### config.mk
export PLATFORM = sky130hd
export DESIGN_NAME = cntr_tick_gen
export DESIGN_NICKNAME = d
export VERILOG_FILES = /design/src/rtl/cntr_tick_gen.sv
export SDC_FILE = /design/constraint.sdc
export NUM_CORES = 1
export LEC_CHECK = 0
export BUFFER_PORTS_ARGS = -buffer_cell sky130_fd_sc_hd__clkbuf_2
export CAP_MARGIN = 5
export CORE_ASPECT_RATIO = 1.4
export CORE_UTILIZATION = 59
export DETAILED_ROUTE_END_ITERATION = 8
export GPL_ROUTABILITY_DRIVEN = 0
export PLACE_DENSITY = 0.83
export SYNTH_ARGS = -nofsm -noshare
export SYNTH_HDL_FRONTEND = slang
export SYNTH_SLANG_ARGS = --single-unit
### constraint.sdc
create_clock -name clk -period 3.28 [get_ports clk]
set_input_delay 0.328 -clock clk [delete_from_list [all_inputs] [get_ports clk]]
set_output_delay 0.328 -clock clk [all_outputs]
set_load 0.05 [all_outputs]
### src/rtl/cntr_tick_gen.sv
// cntr_tick_gen: enable-pulse sequencer for the downstream gate-level counter.
// It produces single-cycle en pulses at a programmable period, either forever
// or for a fixed number of pulses, under start/pause/abort control.
// Optional feature macro: CNTR_TICK_GEN_SYNC_EN. When defined, start and stop
// are treated as asynchronous levels: each is synchronized and edge-detected,
// which adds three cycles of latency.

module cntr_tick_gen #(
    parameter int PRESCALE_WIDTH = 8,
    parameter int LIMIT_WIDTH    = 4
) (
    input  logic                      clk,
    input  logic                      rst,
    input  logic                      start,
    input  logic                      stop,
    input  logic                      oneshot,
    input  logic [PRESCALE_WIDTH-1:0] prescale,
    input  logic [LIMIT_WIDTH-1:0]    limit,
    output logic                      en,
    output logic                      busy,
    output logic                      done,
    output logic [LIMIT_WIDTH-1:0]    tick_cnt
);

    typedef enum logic [1:0] {
        IDLE = 2'd0,
        RUN  = 2'd1,
        HOLD = 2'd2,
        DONE = 2'd3
    } state_t;

    state_t                      r_state;
    state_t                      w_nextState;
    logic [PRESCALE_WIDTH-1:0]   r_presc;
    logic [PRESCALE_WIDTH-1:0]   r_prescLatch;
    logic [LIMIT_WIDTH-1:0]      r_limitLatch;
    logic                        r_oneshotLatch;
    logic                        r_en;
    logic [LIMIT_WIDTH-1:0]      r_tickCnt;
    logic                        w_start;
    logic                        w_stop;
    logic                        w_issue;
    logic                        w_lastPulse;
    logic                        w_runBegin;

`ifdef CNTR_TICK_GEN_SYNC_EN
    logic [2:0] r_startSync;
    logic [2:0] r_stopSync;
    logic       r_startPulse;
    logic       r_stopPulse;

    // Two-flop synchronizers plus registered rising-edge detectors on the requests.
    always_ff @(posedge clk or posedge rst) begin
        if (rst) begin
            r_startSync  <= '0;
            r_stopSync   <= '0;
            r_startPulse <= 1'b0;
            r_stopPulse  <= 1'b0;
        end else begin
            r_startSync  <= {r_startSync[1:0], start};
            r_stopSync   <= {r_stopSync[1:0], stop};
            r_startPulse <= r_startSync[1] & ~r_startSync[2];
            r_stopPulse  <= r_stopSync[1] & ~r_stopSync[2];
        end
    end

    assign w_start = r_startPulse;
    assign w_stop  = r_stopPulse;
`else
    assign w_start = start;
    assign w_stop  = stop;
`endif

    // The one-shot run is complete when the pulse now on en brings the count to the
    // latched limit; a limit of 0 naturally means a full wrap of the counter.
    assign w_lastPulse = r_en & r_oneshotLatch & (r_tickCnt == r_limitLatch);

    // Next-state logic; completion outranks a pause so a finished run never stalls in HOLD.
    always_comb begin
        w_nextState = r_state;
        w_issue     = 1'b0;
        case (r_state)
            IDLE: begin
                if (w_start && !w_stop) begin
                    w_nextState = RUN;
                end
            end
            RUN: begin
                if (w_lastPulse) begin
                    w_nextState = DONE;
                end else if (w_stop) begin
                    w_nextState = HOLD;
                end else begin
                    w_issue = (r_presc == '0);
                end
            end
            HOLD: begin
                if (w_stop) begin
                    w_nextState = IDLE;
                end else if (w_start) begin
                    w_nextState = RUN;
                end
            end
            DONE: begin
                w_nextState = IDLE;
            end
            default: begin
                w_nextState = IDLE;
            end
        endcase
    end

    assign w_runBegin = (r_state == IDLE) && (w_nextState == RUN);

    // State register.
    always_ff @(posedge clk or posedge rst) begin
        if (rst) begin
            r_state <= IDLE;
        end else begin
            r_state <= w_nextState;
        end
    end

    // Run configuration is captured only when a run begins from IDLE.
    always_ff @(posedge clk or posedge rst) begin
        if (rst) begin
            r_prescLatch   <= '0;
            r_limitLatch   <= '0;
            r_oneshotLatch <= 1'b0;
        end else if (w_runBegin) begin
            r_prescLatch   <= prescale;
            r_limitLatch   <= limit;
            r_oneshotLatch <= oneshot;
        end
    end

    // Prescaler: load on run begin, reload on each pulse, count down while running, else freeze.
    always_ff @(posedge clk or posedge rst) begin
        if (rst) begin
            r_presc <= '0;
        end else if (w_runBegin) begin
            r_presc <= prescale;
        end else if (w_issue) begin
            r_presc <= r_prescLatch;
        end else if ((r_state == RUN) && (w_nextState == RUN)) begin
            r_presc <= r_presc - 1'b1;
        end
    end

    // Enable pulse and pulse counter advance together so tick_cnt matches en in the same cycle.
    always_ff @(posedge clk or posedge rst) begin
        if (rst) begin
            r_en      <= 1'b0;
            r_tickCnt <= '0;
        end else begin
            r_en <= w_issue;
            if (w_runBegin) begin
                r_tickCnt <= '0;
            end else if (w_issue) begin
                r_tickCnt <= r_tickCnt + 1'b1;
            end
        end
    end

    assign en       = r_en;
    assign busy     = (r_state != IDLE);
    assign done     = (r_state == DONE);
    assign tick_cnt = r_tickCnt;

endmodule
==> results.cfg, run 1 <==
[timing]
hold_violations = 0
rsz0062_at_grt = no
finalCritPeriodShare_pct = 61.0
tightest_slew_ns = 1.01
fin_skew_ns = 0.00178
timing.hold.ws_ns = 0.179
setup_ws_ns = 1.28
fin_tns_setup_ns = 0
final_max_slew_viol_count = 0
fmax_mhz = 500
max_slew_margin_pct = 32.5
fin_crit_ns = 2.00
setup_viol = 0

[yosys]
synth.distinct_cells = 49
synth-compound-area-share_pct = 15.3
synth-edff-count = 0
synth_top_family_by_area = simple AND/OR/NAND/NOR gates
synth_top_cell_area_share_pct = 45.7
synthCells = 159
synth_area_sq_um = 1530
avgSynthCellArea_sq_um = 9.65
async_flop_share_pct = 100
synth_common_cells = nand2_1, dfrtp_1, nor2_1, inv_1, a21oi_1
synth-seq-area-share_pct = 45.7
yosys.area_share.simple_pct = 24.6
synthMuxAreaShare_pct = 1.96
synth_most_common_cell = nand2_1
netlist_top_cells_area = dfrtp_1, nand2_1, xnor2_1, ha_1, nor2_1
syn-num-nets = 179
synth_fa_ha_area_share_pct = 2.45
ys_warn_count = 0
synth_xor_area_share_pct = 5.14
netlist.top_cell.by_area = dfrtp_1
yosys_register_bits = 28
synth_ff_type = dfrtp_1

[final_layout]
multiInputGateArea_sq_um = 767
fillerInstances = 200
design_area_sq_um = 1700
final_nets = 203
areaGrowthSynthToFinish_pct = 10.8
regArea_sq_um = 701
drive_gt1_share_pct = 23.1
antennaDiodeCount = 0

[placed_design]
port-buffer-count = 23
place_area_sq_um = 1660
dp_slack_ns = 1.31
detailed_place_hpwl_microns = 2190

[grt]
grt_usage_pct = 23.8
grt_pass1_vias = 1193
gr-total-overflow = 0
grt_max_degree = 29
antenna_found_initial = 0
grt_pass1_wl_microns = 5100

[pwr]
p_leak_nw = 0.823
power.total_mw = 0.874
vdd_drop_max_mv = 0.422
power_density_nw_per_um2 = 515

[run]
maxCapViolations = 0

[clock_network]
cts.sinks = 28
htreeDepth = 1
insertion_delay_ns = 0.33
clock_path_buffers = 2
cts_tree = yes
cts_root_buf = clkbuf_4
holdBufCountCts = 0
cts_buffers = 3
path_clk_slew_ns = 0.14
cts_resized = 0
post-cts-setup-buffer-count = 0

[die]
dieHeight_microns = 62.3
ios = 24
fp-row-count = 21
die_x_microns = 45.1
die_area_sq_um = 2810
start_util_pct = 63.5
core_sq_um = 2420

[worst_setup_path]
regToRegSetupSlack_ns = 1.28
r2r_start = r_presc[0]$_DFFE_PP0P_
cp_data_required_time_ns = 3.51
cp_max_fo = 15
setup.worst_path.start = r_presc[0]$_DFFE_PP0P_
path_class = reg2reg
cp-end-kind = flip-flop
startpoint_type = flip-flop
cp_data_arrival_time_ns = 2.23

[route]
routedWlPerCell_microns = 13.4
vias = 1222
routed_wl_microns = 2900
postRouteAntennaNets = 0
dr.first_iter.drc_count = 34
drc = 0
via_per_inst = 5.66
drt_pass1_iterations = 4

[min_path]
hold_class = in2reg
hold_path.startpoint = limit[3]

[run_status]
outcome = finished, final reports clean
[cells by family after synthesis]
kind of cell	Yosys count
AND/OR/NAND/NOR	72
buffers and inverters	13
multiplexers	3
AO/OA/AOI/OAI	31
adder cells (fa/ha/maj)	3
flip-flops	28
XOR/XNOR	9
[critical path, cell delays in order, from the launching register on]
cell and delay [ns]:
dfrtp_1 0.44, inv_1 0.09, ha_1 0.14, nor3b_1 0.28, and3_1 0.24, o211a_4 0.30
a221oi_1 0.12, a211oi_1 0.23, a21oi_1 0.06
[area by class of cell]
class,instances,share of cell area [%]
Inverter,8,1.77
Timing Repair Buffer,24,7.22
Multi-Input combinational cell,118,45.1
Tap cell,34,2.50
Sequential cell,28,41.2
Clock buffer,4,2.14
[where the power goes]
| group | internal, mW | leakage, nW | switching (mW) |
|---|---|---|---|
| clock | 0.0680 | 0.0210 | 0.0977 |
| combinational | 0.104 | 0.447 | 0.132 |
| sequential | 0.408 | 0.355 | 0.0652 |
[sequential cells by signal, indices dropped and copies added (netlist names)]
| name | flops |
|---|---|
| en | 1 |
| r_limitLatch | 4 |
| r_oneshotLatch | 1 |
| r_presc | 8 |
| r_prescLatch | 8 |
| r_state | 2 |
| tick_cnt | 4 |
[cells in the final DEF (no fill, tap or decap), drive strengths merged, types with 3 or more instances in the layout]
master	netlist	final
xnor2	5	5
o21ai	6	6
o31ai	4	4
nand3	4	4
a21oi	7	7
nand2	38	38
ha	3	3
xor2	4	4
mux2i	3	3
nor2	12	12
o311ai	3	3
dfrtp	28	28
inv	8	8
clkbuf	2	27
[worst paths after layout]
path / to / cells past startpoint
min in group asynchronous: r_prescLatch[0]$_DFFE_PP0P_ / 2
max in group asynchronous: r_prescLatch[3]$_DFFE_PP0P_ / 2
hold / removal: r_limitLatch[3]$_DFFE_PP0P_ / 3
hold reg to reg: r_oneshotLatch$_DFFE_PP0P_ / 2
setup reg to reg: r_presc[4]$_DFFE_PP0P_ / 8
setup / recovery: r_presc[4]$_DFFE_PP0P_ / 8
[metal layers]
metal | GRT usage (%) | vias to the layer above | wire length [microns]
li1 | - | 600 | -
met2 | 40.8 | 18 | 1520
met1 | 30.0 | 600 | 1280
met3 | 3.49 | 4 | 66
met4 | 6.82 | 0 | 35
met5 | 0 | - | 0
[metrics by stage]
stage / utilization (%) / std cells
floorplan: - / 159
global placement: 68.8 / 212
detailed placement: 68.8 / 212
CTS: 70.3 / 216
global route: 70.3 / 216
finish: 70.3 / 216
Power figures use the tool's default switching activity.
==> run 2: changes to the inputs <==
- CORE_UTILIZATION: 59 -> 55
- PLACE_DENSITY: 0.83 -> 0.78
- clock period: 3.28 -> 2.1 ns (I/O delays scaled with it)
==> results.cfg, run 2 (synthesized netlist as in run 1, its figures left out) <==
[clock_network]
htreeDepth = 1
path_clk_slew_ns = 0.16
cts_buffers = 3
cts.sinks = 28
clock_path_buffers = 2
post-cts-setup-buffer-count = 0
cts_tree = yes
cts_root_buf = clkbuf_4
insertion_delay_ns = 0.35

[worst_setup_path]
regToRegSetupSlack_ns = 0.15
startpoint_type = flip-flop
cp-end-kind = flip-flop
cp_data_arrival_time_ns = 2.20
worstReg2RegEnd = r_presc[4]$_DFFE_PP0P_
path_class = reg2reg
cp_max_fo = 15
r2r_start = r_presc[5]$_DFFE_PP0P_
reg2regPathDepth = 6
cp_data_required_time_ns = 2.35

[min_path]
min_path_cells = 3
hold_path.startpoint = oneshot
hold_path_end = r_oneshotLatch$_DFFE_PP0P_
hold_class = in2reg

[pwr]
vdd_drop_max_mv = 0.601
power_density_nw_per_um2 = 846
p_leak_nw = 0.847

[timing]
finalCritPeriodShare_pct = 93.0
fin_skew_ns = 0.00785
hold_violations = 0
fin_tns_setup_ns = 0
setup_viol = 0
tightest_slew_ns = 0.648
rsz0062_at_grt = no
fin_crit_ns = 1.95
timing.hold.ws_ns = 0.0472
final_max_slew_viol_count = 0
max_slew_margin_pct = 56.6
fmax_mhz = 512

[route]
drc = 0
routed_wl_microns = 3030
postRouteAntennaNets = 0
vias = 1240
routedWlPerCell_microns = 13.7
drt_pass1_iterations = 5
via_per_inst = 5.61
dr.first_iter.drc_count = 48

[die]
start_util_pct = 58.0
core_sq_um = 2640
fp-row-count = 22
die_x_microns = 46.6
ios = 24
dieHeight_microns = 64.5
die_area_sq_um = 3010

[placed_design]
detailed_place_hpwl_microns = 2170
port-buffer-count = 23
place_area_sq_um = 1680

[final_layout]
utilization_pct = 66.1
areaGrowthSynthToFinish_pct = 13.9
final_nets = 206
reg_top3 = r_prescLatch (8), r_presc (8)
drive_gt1_share_pct = 24.3
final_cell_mix = nand2_1, dfrtp_1, clkbuf_2
design_area_sq_um = 1750
layout_commonest_cell = nand2_1
antennaDiodeCount = 0

[grt]
grt_usage_pct = 23.0
grt_max_degree = 29
grt_pass1_wl_microns = 5000
gr-total-overflow = 0
grt.busiest_layer = met2
met3_usage_pct = 2.79
met1_usage_pct = 30.2
grt_pass1_vias = 1173
grtUsageMet2_pct = 35.2
antenna_found_initial = 0

[run]
maxCapViolations = 0

[run_status]
outcome = finished, final reports clean
[run 2: cell count changes in the layout (fill, tap and decap cells not counted), sizes merged]
| cell | change |
|---|---|
| clkbuf | -1 |
| buf | +2 |
| dlygate4sd3 | +1 |
| bufinv | +1 |
[run 2: power by group]
part	leakage, nW	internal [mW]	switching [mW]
sequential	0.355	0.637	0.102
clock	0.0279	0.193	0.169
combinational	0.464	0.169	0.209
[run 2: cell type report]
type,instances,area [sq um]
Clock inverter,1,30.0
Clock buffer,3,22.5
Tap cell,36,45.0
Fill cell,235,895
Multi-Input combinational cell,118,772
Timing Repair Buffer,27,148
Sequential cell,28,701
Inverter,8,30.0
[run 2: what timing repair did]
action / in CTS / in global routing
resized for setup: 0 / 1
endpoints found under the hold margin: 28 / 0
hold buffers: 1 / 0
setup endpoints to repair: 0 / 4
[run 2: through the flow]
step           setup WS (ns)  total power, mW  cells
2_1_floorplan          0.196             1.02    159
4_1_cts                0.105             1.48    221
5_1_grt               0.0779             1.57    221
6_report               0.146             1.48    221
3_5_place_dp           0.139             1.12    216
3_3_place_gp           0.206             1.10    216
[run 2: worst max-delay path, cell delays in order (launching register included)]
cell	delay (ns)
dfrtp_1	0.50
nor4_4	0.41
and3_1	0.22
o211a_4	0.29
a221oi_1	0.13
a211oi_1	0.25
a21oi_1	0.06
[run 2: per-layer routing]
metal / share of wire [%] / wire length (microns)
met5: 0 / 0
met4: 1.5 / 46
met3: 4.3 / 129
met2: 50 / 1510
met1: 44 / 1340
[run 2: worst max-delay path by stage]
| stage | slack (ns) | to | startpoint | cells past startpoint |
|---|---|---|---|---|
| floorplan | 0.20 | r_presc[6]$_DFFE_PP0P_ | tick_cnt[0]$_DFFE_PP0P_ | 5 |
| global placement | 0.21 | r_presc[4]$_DFFE_PP0P_ | r_presc[0]$_DFFE_PP0P_ | 8 |
| detailed placement | 0.14 | r_presc[4]$_DFFE_PP0P_ | r_presc[0]$_DFFE_PP0P_ | 8 |
| CTS | 0.11 | r_presc[4]$_DFFE_PP0P_ | r_presc[0]$_DFFE_PP0P_ | 8 |
| global route | 0.08 | r_presc[4]$_DFFE_PP0P_ | r_presc[5]$_DFFE_PP0P_ | 6 |
| finish | 0.15 | r_presc[4]$_DFFE_PP0P_ | r_presc[5]$_DFFE_PP0P_ | 6 |
==> run 3: changes to the inputs <==
- CORE_ASPECT_RATIO: 1.4 -> 1.25
==> results.cfg, run 3 (synthesized netlist as in run 1, its figures left out) <==
[run_status]
outcome = finished, final reports clean

[worst_setup_path]
cp-end-kind = flip-flop
cp_data_required_time_ns = 2.33
reg2regPathDepth = 7
cp_max_fo = 15
cp_data_arrival_time_ns = 2.14
startpoint_type = flip-flop
path_class = reg2reg

[final_layout]
layout_commonest_cell = nand2_1
final_nets = 206
drive_gt1_share_pct = 24.3
reg_top3 = r_prescLatch (8), r_presc (8)
areaGrowthSynthToFinish_pct = 12.7
design_area_sq_um = 1730
antennaDiodeCount = 0
final_cell_mix = nand2_1, dfrtp_1, clkbuf_2

[timing]
finalCritPeriodShare_pct = 90.9
final_max_slew_viol_count = 0
setup_viol = 0
hold_violations = 0
fin_tns_setup_ns = 0
max_slew_margin_pct = 71.0
timing.hold.ws_ns = 0.0513
fmax_mhz = 524
tightest_slew_ns = 0.424
rsz0062_at_grt = no
fin_skew_ns = 0.00347
setup_ws_ns = 0.192
fin_crit_ns = 1.91

[die]
die_area_sq_um = 3010
start_util_pct = 57.8
dieHeight_microns = 61.0
fp-row-count = 21
ios = 24
die_x_microns = 49.2
core_sq_um = 2650

[clock_network]
post-cts-setup-buffer-count = 0
cts_buffers = 3
cts_tree = yes
htreeDepth = 1
cts.sinks = 28
cts_root_buf = clkbuf_4
insertion_delay_ns = 0.34
path_clk_slew_ns = 0.15
clock_path_buffers = 2

[min_path]
hold_class = in2reg
min_path_cells = 3

[grt]
antenna_found_initial = 0
grt_usage_pct = 22.8
grt_pass1_wl_microns = 5180
grt_max_degree = 29
gr-total-overflow = 0
grt_pass1_vias = 1181

[pwr]
power.total_mw = 1.39
vdd_drop_max_mv = 0.573
p_leak_nw = 0.840
power_density_nw_per_um2 = 806

[route]
vias = 1208
drc = 0
dr.first_iter.drc_count = 30
postRouteAntennaNets = 0
drt_pass1_iterations = 4
via_per_inst = 5.52
routed_wl_microns = 3060
routedWlPerCell_microns = 14.0

[placed_design]
port-buffer-count = 23
place_area_sq_um = 1680
dp_slack_ns = 0.103
detailed_place_hpwl_microns = 2150

[run]
maxCapViolations = 0
run 3: cell count changes in the layout (fill, tap and decap cells not counted):
| cell | previous run | this run |
|---|---|---|
| bufinv_16 | 1 | 0 |
| clkbuf_8 | 0 | 1 |
run 3: worst paths after layout:
kind                                       startpoint                           to  slack [ns]
max reg2reg                    r_presc[0]$_DFFE_PP0P_       r_presc[6]$_DFFE_PP0P_        0.19
max in group asynchronous                         rst                 en$_DFF_PP0_        1.41
max                            r_presc[0]$_DFFE_PP0P_       r_presc[6]$_DFFE_PP0P_        0.19
min                                           oneshot   r_oneshotLatch$_DFFE_PP0P_        0.05
min in group asynchronous                         rst  r_prescLatch[0]$_DFFE_PP0P_        0.44
min reg2reg                r_oneshotLatch$_DFFE_PP0P_   r_oneshotLatch$_DFFE_PP0P_        0.50
run 3: routing by layer:
layer	GRT usage (%)	part of all wire (%)	vias up
met4	11.8	1.7	0
met3	2.96	2.1	5
met2	37.6	48	18
met5	0	0	-
met1	30.0	48	581
li1	-	-	604
run 3: where the power goes:
part	internal, mW	switching, mW	total [mW]
logic	0.173	0.210	0.383
registers	0.636	0.105	0.742
clock network	0.107	0.162	0.269
total	0.916	0.478	1.39
run 3: cell type report:
class,instances,area [sq um]
sequential,28,701
tap,34,42.5
multi-input combinational,118,772
timing repair buffer,27,148
fill,248,925
inverter,8,30.0
clock buffer,4,36.3
run 3: repair_timing:
item                                    in CTS  in global routing
endpoints found under the setup margin       0                  3
endpoints found under the hold margin       28                  0
hold buffers                                 1                  0
resized for setup                            0                  1
run 3: worst max-delay path, stage by stage (launching register included):
cell,delay (ns)
dfrtp_1,0.42
inv_1,0.08
ha_1,0.20
nor3b_2,0.16
and3_1,0.18
o211a_4,0.21
a2111oi_0,0.45
nor3_1,0.10
run 3: through the flow:
| stage | std cells | utilization [%] |
|---|---|---|
| after floorplan | 159 | - |
| after detailed placement | 214 | 63.2 |
| after CTS | 219 | 65.0 |
| final | 219 | 65.2 |
| after global routing | 219 | 65.2 |
| after global placement | 214 | 63.2 |
